**config.mk**
```make
export PLATFORM = sky130hd
export DESIGN_NAME = dlx_mem_arbiter_flat
export DESIGN_NICKNAME = d
export VERILOG_FILES = /design/src/rtl/dlx_mem_arbiter_if.sv /design/src/rtl/dlx_mem_arbiter.sv /design/src/flat_wrapper.sv
export SDC_FILE = /design/constraint.sdc
export NUM_CORES = 1
export LEC_CHECK = 0
export ABC_AREA = 1
export CORE_ASPECT_RATIO = 1.1
export CORE_MARGIN = 4
export CORE_UTILIZATION = 47
export CTS_BUF_LIST = sky130_fd_sc_hd__clkbuf_4 sky130_fd_sc_hd__clkbuf_8 sky130_fd_sc_hd__clkbuf_16
export DETAILED_ROUTE_END_ITERATION = 8
export PLACE_DENSITY = 0.88
export SYNTH_ARGS = -nofsm -noshare
export SYNTH_HDL_FRONTEND = slang
export SYNTH_SLANG_ARGS = --single-unit
export TNS_END_PERCENT = 10
```
**constraint.sdc**
```tcl
create_clock -name clk -period 4 [get_ports clk]
set_clock_uncertainty 0.2 [all_clocks]
set_input_delay 1 -clock clk [delete_from_list [all_inputs] [get_ports clk]]
set_output_delay 1 -clock clk [all_outputs]
set_load 0.02 [all_outputs]
```
**src/rtl/dlx_mem_arbiter_if.sv**
```systemverilog
//------------------------------------------------------------------------------
// Module      : dlx_mem_arbiter_if
// Description : Core-side and memory-side bus bundle of the DLX memory arbiter.
// Revision    : 1.0 - initial release
//------------------------------------------------------------------------------
`default_nettype none

interface dlx_mem_arbiter_if #(
  parameter int WIDTH = 32,
  parameter int CNTW  = 16
);
  // core instruction port
  logic             iread;
  logic [WIDTH-1:0] iaddr;
  logic [WIDTH-1:0] iin;
  // core data port
  logic             dread;
  logic             dwrite;
  logic [WIDTH-1:0] daddr;
  logic [WIDTH-1:0] dout;
  logic [WIDTH-1:0] din;
  logic             stall;
  // external memory
  logic             mreq;
  logic             mwr;
  logic [WIDTH-1:0] maddr;
  logic [WIDTH-1:0] mwdata;
  logic [WIDTH-1:0] mrdata;
  logic             mready;
  // status
  logic             bus_err;
  logic             prot_err;
  logic [CNTW-1:0]  stall_cnt;

  modport slave (
    input  iread, iaddr, dread, dwrite, daddr, dout, mrdata, mready,
    output iin, din, stall, mreq, mwr, maddr, mwdata, bus_err, prot_err, stall_cnt
  );

  modport master (
    output iread, iaddr, dread, dwrite, daddr, dout, mrdata, mready,
    input  iin, din, stall, mreq, mwr, maddr, mwdata, bus_err, prot_err, stall_cnt
  );
endinterface

`default_nettype wire

```
**src/rtl/dlx_mem_arbiter.sv**
```systemverilog
//------------------------------------------------------------------------------
// Module      : dlx_mem_arbiter
// Description : Serialises DLX data and fetch requests onto one variable-latency
//               memory, stalling the pipeline until both are served.
// Revision    : 1.0 - initial release
//------------------------------------------------------------------------------
`default_nettype none

module dlx_mem_arbiter #(
  parameter int WIDTH   = 32,
  parameter int TIMEOUT = 15,
  parameter int CNTW    = 16
) (
  input wire               clk,
  input wire               rst,
  dlx_mem_arbiter_if.slave bus
);

  typedef enum logic [1:0] {
    ST_IDLE = 2'd0,
    ST_DATA = 2'd1,
    ST_INST = 2'd2,
    ST_DONE = 2'd3
  } state_t;

  localparam logic [7:0] c_wait_limit = 8'(TIMEOUT - 1);

  state_t           r_state;
  state_t           w_state_nxt;
  logic             r_mreq,      w_mreq_nxt;
  logic             r_mwr,       w_mwr_nxt;
  logic [WIDTH-1:0] r_maddr,     w_maddr_nxt;
  logic [WIDTH-1:0] r_mwdata,    w_mwdata_nxt;
  logic [WIDTH-1:0] r_iin,       w_iin_nxt;
  logic [WIDTH-1:0] r_din,       w_din_nxt;
  logic [7:0]       r_wait_cnt,  w_wait_nxt;
  logic             r_bus_err;
  logic             r_prot_err;
  logic [CNTW-1:0]  r_stall_cnt;

  logic w_any_req;
  logic w_data_req;
  logic w_stall;
  logic w_serving;
  logic w_timeout;
  logic w_finish;

  assign w_any_req  = bus.iread | bus.dread | bus.dwrite;
  assign w_data_req = bus.dread | bus.dwrite;
  assign w_stall    = (r_state != ST_DONE) & w_any_req;

  // MReady only counts while an access is actually outstanding; a real
  // MReady on the last allowed cycle wins over the timeout.
  assign w_serving  = ((r_state == ST_DATA) | (r_state == ST_INST)) & r_mreq;
  assign w_timeout  = w_serving & ~bus.mready & (r_wait_cnt == c_wait_limit);
  assign w_finish   = w_serving & (bus.mready | w_timeout);

  always_ff @(posedge clk) begin
    if (rst) begin
      r_state     <= ST_IDLE;
      r_mreq      <= 1'b0;
      r_mwr       <= 1'b0;
      r_maddr     <= '0;
      r_mwdata    <= '0;
      r_iin       <= '0;
      r_din       <= '0;
      r_wait_cnt  <= '0;
      r_bus_err   <= 1'b0;
      r_prot_err  <= 1'b0;
      r_stall_cnt <= '0;
    end else begin
      r_state    <= w_state_nxt;
      r_mreq     <= w_mreq_nxt;
      r_mwr      <= w_mwr_nxt;
      r_maddr    <= w_maddr_nxt;
      r_mwdata   <= w_mwdata_nxt;
      r_iin      <= w_iin_nxt;
      r_din      <= w_din_nxt;
      r_wait_cnt <= w_wait_nxt;
      r_bus_err  <= r_bus_err | w_timeout;
      r_prot_err <= r_prot_err | (bus.dread & bus.dwrite);
      if (w_stall && !(&r_stall_cnt)) begin
        r_stall_cnt <= r_stall_cnt + 1'b1;
      end
    end
  end

  always_comb begin
    w_state_nxt  = r_state;
    w_mreq_nxt   = r_mreq;
    w_mwr_nxt    = r_mwr;
    w_maddr_nxt  = r_maddr;
    w_mwdata_nxt = r_mwdata;
    w_iin_nxt    = r_iin;
    w_din_nxt    = r_din;
    w_wait_nxt   = r_wait_cnt;

    if (r_mreq && !bus.mready) begin
      w_wait_nxt = r_wait_cnt + 8'd1;
    end

    unique case (r_state)
      ST_IDLE: begin
        // Data first: MEM is the older pipeline stage. Simultaneous
        // read and write resolve to a write.
        if (w_data_req) begin
          w_state_nxt  = ST_DATA;
          w_mreq_nxt   = 1'b1;
          w_mwr_nxt    = bus.dwrite;
          w_maddr_nxt  = bus.daddr;
          w_mwdata_nxt = bus.dout;
          w_wait_nxt   = '0;
        end else if (bus.iread) begin
          w_state_nxt  = ST_INST;
          w_mreq_nxt   = 1'b1;
          w_mwr_nxt    = 1'b0;
          w_maddr_nxt  = bus.iaddr;
          w_wait_nxt   = '0;
        end
      end

      ST_DATA: begin
        if (w_finish) begin
          if (!r_mwr) begin
            w_din_nxt = w_timeout ? '0 : bus.mrdata;
          end
          if (bus.iread) begin
            w_state_nxt = ST_INST;
            w_mreq_nxt  = 1'b1;
            w_mwr_nxt   = 1'b0;
            w_maddr_nxt = bus.iaddr;
            w_wait_nxt  = '0;
          end else begin
            w_state_nxt = ST_DONE;
            w_mreq_nxt  = 1'b0;
          end
        end
      end

      ST_INST: begin
        if (w_finish) begin
          w_iin_nxt   = w_timeout ? '0 : bus.mrdata;
          w_state_nxt = ST_DONE;
          w_mreq_nxt  = 1'b0;
        end
      end

      ST_DONE: begin
        w_state_nxt = ST_IDLE;
      end

      default: begin
        w_state_nxt = ST_IDLE;
      end
    endcase
  end

  assign bus.stall     = w_stall;
  assign bus.mreq      = r_mreq;
  assign bus.mwr       = r_mwr;
  assign bus.maddr     = r_maddr;
  assign bus.mwdata    = r_mwdata;
  assign bus.iin       = r_iin;
  assign bus.din       = r_din;
  assign bus.bus_err   = r_bus_err;
  assign bus.prot_err  = r_prot_err;
  assign bus.stall_cnt = r_stall_cnt;

endmodule

`default_nettype wire

```
**src/flat_wrapper.sv**
```systemverilog
// flat-port wrapper written by rule: the top's interface ports become plain ports
module dlx_mem_arbiter_flat 
#(
  parameter int WIDTH   = 32,
  parameter int TIMEOUT = 15,
  parameter int CNTW    = 16
)
  (clk, rst, bus_iread, bus_iaddr, bus_dread, bus_dwrite, bus_daddr, bus_dout, bus_mrdata, bus_mready, bus_iin, bus_din, bus_stall, bus_mreq, bus_mwr, bus_maddr, bus_mwdata, bus_bus_err, bus_prot_err, bus_stall_cnt);
  dlx_mem_arbiter_if #(.WIDTH(WIDTH), .CNTW(CNTW)) bus_i ();
  input wire clk;
  input wire rst;
  input wire logic [$bits(bus_i.iread)-1:0] bus_iread;
  input wire logic [$bits(bus_i.iaddr)-1:0] bus_iaddr;
  input wire logic [$bits(bus_i.dread)-1:0] bus_dread;
  input wire logic [$bits(bus_i.dwrite)-1:0] bus_dwrite;
  input wire logic [$bits(bus_i.daddr)-1:0] bus_daddr;
  input wire logic [$bits(bus_i.dout)-1:0] bus_dout;
  input wire logic [$bits(bus_i.mrdata)-1:0] bus_mrdata;
  input wire logic [$bits(bus_i.mready)-1:0] bus_mready;
  output wire logic [$bits(bus_i.iin)-1:0] bus_iin;
  output wire logic [$bits(bus_i.din)-1:0] bus_din;
  output wire logic [$bits(bus_i.stall)-1:0] bus_stall;
  output wire logic [$bits(bus_i.mreq)-1:0] bus_mreq;
  output wire logic [$bits(bus_i.mwr)-1:0] bus_mwr;
  output wire logic [$bits(bus_i.maddr)-1:0] bus_maddr;
  output wire logic [$bits(bus_i.mwdata)-1:0] bus_mwdata;
  output wire logic [$bits(bus_i.bus_err)-1:0] bus_bus_err;
  output wire logic [$bits(bus_i.prot_err)-1:0] bus_prot_err;
  output wire logic [$bits(bus_i.stall_cnt)-1:0] bus_stall_cnt;
  assign bus_i.iread = bus_iread;
  assign bus_i.iaddr = bus_iaddr;
  assign bus_i.dread = bus_dread;
  assign bus_i.dwrite = bus_dwrite;
  assign bus_i.daddr = bus_daddr;
  assign bus_i.dout = bus_dout;
  assign bus_i.mrdata = bus_mrdata;
  assign bus_i.mready = bus_mready;
  assign bus_iin = bus_i.iin;
  assign bus_din = bus_i.din;
  assign bus_stall = bus_i.stall;
  assign bus_mreq = bus_i.mreq;
  assign bus_mwr = bus_i.mwr;
  assign bus_maddr = bus_i.maddr;
  assign bus_mwdata = bus_i.mwdata;
  assign bus_bus_err = bus_i.bus_err;
  assign bus_prot_err = bus_i.prot_err;
  assign bus_stall_cnt = bus_i.stall_cnt;
  dlx_mem_arbiter #(.WIDTH(WIDTH), .TIMEOUT(TIMEOUT), .CNTW(CNTW)) u_core (.clk(clk), .rst(rst), .bus(bus_i));
endmodule
```
* Yosys cells after proc, flatten, opt, wreduce, memory -nomap -nowiden *
Index checks and enable logic that the tools add are counted.

word-level totals
  output and inout port bits = 149
  logic and storage cells = 76
  register bits = 158

cells by class
  multiplexer cells = 26
  reduce and logical (&&, ||, !) cells = 14
  eq/ne operators = 8
  bitwise operators = 15
  add/sub/neg operators = 2

operator list
  kind                     number
  $mux W32                 4
  $pmux W32 S2             1
  $mux W8                  4
  $add A16 B1 Y16 const B  1
  $pmux W8 S2              1
  $reduce_and A16 Y1       1
  $mux W1                  9
  $add A8 B1 Y8 const B    1
  $eq A8 B4 Y1 const B     1
  $mux W2                  4
  $pmux W2 S4              1
  $or A1 B1 Y1             7
  $and A1 B1 Y1            6
  $reduce_and A2 Y1        3
  $reduce_and A3 Y1        2
  $eq A2 B2 Y1 const B     2
  $ne A2 B1 Y1 const B     2
  $reduce_and A4 Y1        1
  $ne A3 B2 Y1 const B     1
  $pmux W1 S3              1
  $reduce_bool A3 Y1       1
  $eq A2 B1 Y1 const B     1
  $logic_and A1 B1 Y1      2
  $logic_not A1 Y1         2
  other kinds (5)          6

* Longest topological paths before layout *
  word-level depth = 9
  gate-level depth with buffers = 12

* Worst setup path before layout *
No wires, ideal clock.

  path type = input to output
  from = in bus_iread
  to = out bus_stall
  buffers on the path = 0
  slack = 1.442 ns
  arrival = 1.358 ns
  data required time = 2.800 ns
  stages on the path = 2
  cells stage by stage = inv_1 a21oi_2

on the way
  word-level cells in the longest chain between the ends = 3

RTL lines
  item                        RTL line               RTL
  from (decl)                 flat_wrapper.sv:12     input wire logic [$bits(bus_i.iread)-1:0] bus_iread;
  $or A1 B1 Y1 (2 in series)  dlx_mem_arbiter.sv:48  assign w_any_req = bus.iread | bus.dread | bus.dwrite;
  $and A1 B1 Y1               dlx_mem_arbiter.sv:50  assign w_stall = (r_state != ST_DONE) & w_any_req;
  to (decl)                   flat_wrapper.sv:22     output wire logic [$bits(bus_i.stall)-1:0] bus_stall;

No other way between the ends.

* Worst setup path in the final report *
Ends and elaborated chain as after synthesis.

==> out/metrics.csv <==
metric,value,unit
p_leak,4.10,nW
cts_buffer_depth,2,
postCtsSetupBuffers,0,
cp-startpoint,bus_iread,
final_max_slew_viol_count,0,
async_flop_share,0,%
fp.dieArea,0.0167,mm^2
synth_top_family_by_area,simple AND/OR/NAND/NOR gates,
post-route-drc-count,0,
synth_xor_xnor_area_share,2.03,%
hold_start,u_core.bus.iin[0],
setup_tns,0,ns
path_buf_inv,3,
diodes,0,
nets,1364,
place_area,0.00975,mm^2
maxCapViolCount,0,
grt_pass1_wl,33.8,mm
clk_pin_slew,0.06,ns
area.growth.synth_to_final,49.7,%
ys.warnings.count,0,
rsz0062_at_grt,no,
gp_congestion,0.890,
endpoint,bus_stall,
startpoint_type,input pin,
peakVddDrop,0.621,mV
core,0.0144,mm^2
synth_area,0.00691,mm^2
fin_util,71.9,%
die_x,124,um
routed_wl,21.7,mm
port_buffers,282,
gr-total-overflow,0,
muxShareOfSynthArea,0,%
cp.arrival,2.50,ns
synth_adder_area_share,1.27,%
critical_path.cell_chain,"clkdlybuf4s50_1, inv_1, a21oi_2, clkdlybuf4s50_1",
place_hpwl,15.2,mm
crit_family,buffers and inverters,
ctsHoldBuffers,0,
worst_pin_slew,0.988,ns
max_slew_margin,34.1,%
drtPass1Iterations,6,
initial_core_util,48.0,%
cp_slowest_cell,clkdlybuf4s50_1,
cts-buffers-inserted,17,
syn_nets,1115,
synth_seq_area_share,45.8,%
crit_top_cell,clkdlybuf4s50_1,
synth-seq-cells,158,
slowest_delay,0.64,ns
crit_type,input pin to output pin,
setup_violations,0,
htreeDepth,4,
critPathCaptureType,output pin,
crit_cells,4,
rrSetupSlack,1.52,ns
cts_resized,0,
finalCriticalPeriod,3.70,ns
yosysUniqueCellTypes,32,
synth_compound_area_share,13.6,%
hold_viol,0,
avgSynthCellArea,7.09,um^2
io_pins,283,
synth-main-ff-cell,dfxtp_1,
hold_path.class,flop to flop,
worstSkewPairLatency,0.42,ns
clockRootBuffer,clkbuf_16,
timing.fmax,0.270,GHz
rr_worst_depth,10,
final_cell_mix,"clkdlybuf4s50_1, nor2_1, nand2_1, dfxtp_1, a21oi_1",
grt_max_degree,59,
synthCells,974,
cts_tree,yes,
mostFrequentLayoutCell,clkdlybuf4s50_1,
cp_max_fo,3,
cts_sinks,158,
layout-drive-gt1-share,5.58,%
whs,0.263,ns
reg2reg_to,u_core.bus.maddr[20],
p_per_area,628,mW/mm^2
timing.final.crit_share,92.5,%
synthSimpleGateAreaFrac,29.7,%
ant_nets,0,
finalPower,0.00650,W
r2r-start,u_core.r_state[0],
antenna_found_initial,0,
synth_edf_count,0,
stdcell_area,0.0103,mm^2
wl_per_cell,15.2,um
worstPathRequired,2.80,ns
drt_iter0_drc,502,
grt_pass1_vias,6855,
die_h,135,um
vias,7297,
gr-usage-all-layers,25.2,%
rows,46,
via_per_inst,5.11,
status,"complete, no violations",
-- per-layer routing --
layer,wire length (um),vias to the layer above,GRT usage (%)
li1,-,3639,-
met1,8820,3346,29.9
met2,10800,263,43.8
met3,1370,49,5.14
met4,731,0,10.6
met5,0,-,0
-- area by class of cell --
cell class                      count  area (um^2)
Timing Repair Buffer              294         2920
Fill cell                        1147         4050
Sequential cell                   158         3160
Clock inverter                     14          156
Inverter                           54          203
Multi-Input combinational cell    698         3220
Clock buffer                       18          439
Tap cell                          192          240
-- cells by family (layout without fill, tap and decap cells) --
kind of cell / count (synthesis) / after routing
and+or+nand+nor: 491 / 491
AOI/OAI and AO/OA: 184 / 184
DFF: 158 / 158
buffers and inverters: 118 / 380
xor gates and xnor gates: 16 / 16
adders and majority gates: 7 / 7
-- through the flow --
step	setup WS, ns	instances
floorplan	1.44	974
global placement	0.351	1396
detailed placement	0.310	1396
CTS	0.291	1428
global route	0.202	1428
finish	0.301	1428
-- sequential cells by signal (all words and copies together) (netlist names) --
name / cells
u_core.bus.prot_err: 1
u_core.bus.mwr: 1
u_core.r_wait_cnt: 8
u_core.bus.din: 32
u_core.bus.iin: 32
u_core.bus.maddr: 32
u_core.bus.bus_err: 1
u_core.bus.mwdata: 32
u_core.bus.mreq: 1
u_core.bus.stall_cnt: 16
u_core.r_state: 2
-- tightest hold or removal path, stage by stage, from the launching register on --
cell and delay [ns]:
dfxtp_1 0.31, nand2_1 0.06, a21oi_1 0.05
-- power breakdown --
group	internal, W	switching, W
Sequential	0.00191	0.000172
Combinational	0.00106	0.00171
Clock	0.000952	0.000698
-- Yosys cell counts, types with 3 or more instances --
cell type / count / area, um^2
nor2_1: 214 / 803
nand2_1: 160 / 601
dfxtp_1: 158 / 3160
a21oi_1: 90 / 450
o21ai_0: 82 / 410
nand3_1: 81 / 405
inv_1: 50 / 188
clkbuf_1: 31 / 116
buf_2: 14 / 70.1
xor2_1: 12 / 105
nor3_1: 11 / 55.1
buf_4: 8 / 60.1
ha_1: 7 / 87.6
o21ai_1: 7 / 35.0
nor3_2: 6 / 60.1
nand2_2: 5 / 31.3
nor2_2: 5 / 31.3
buf_1: 4 / 15.0
buf_6: 4 / 45.0
inv_2: 4 / 15.0
xnor2_1: 4 / 35.0
clkbuf_2: 3 / 15.0
nand4_1: 3 / 18.8
-- worst min-delay path by stage --
stage / end / slack (ns) / cells past startpoint
after floorplan: u_core.r_wait_cnt[6] / 0.30 / 2
after global placement: u_core.bus.iin[0] / 0.25 / 2
after detailed placement: u_core.bus.iin[0] / 0.26 / 2
after CTS: u_core.bus.iin[0] / 0.27 / 2
after global routing: u_core.bus.iin[29] / 0.28 / 2
final: u_core.bus.iin[0] / 0.26 / 2
No activity file was read; power rests on OpenSTA's default activity.
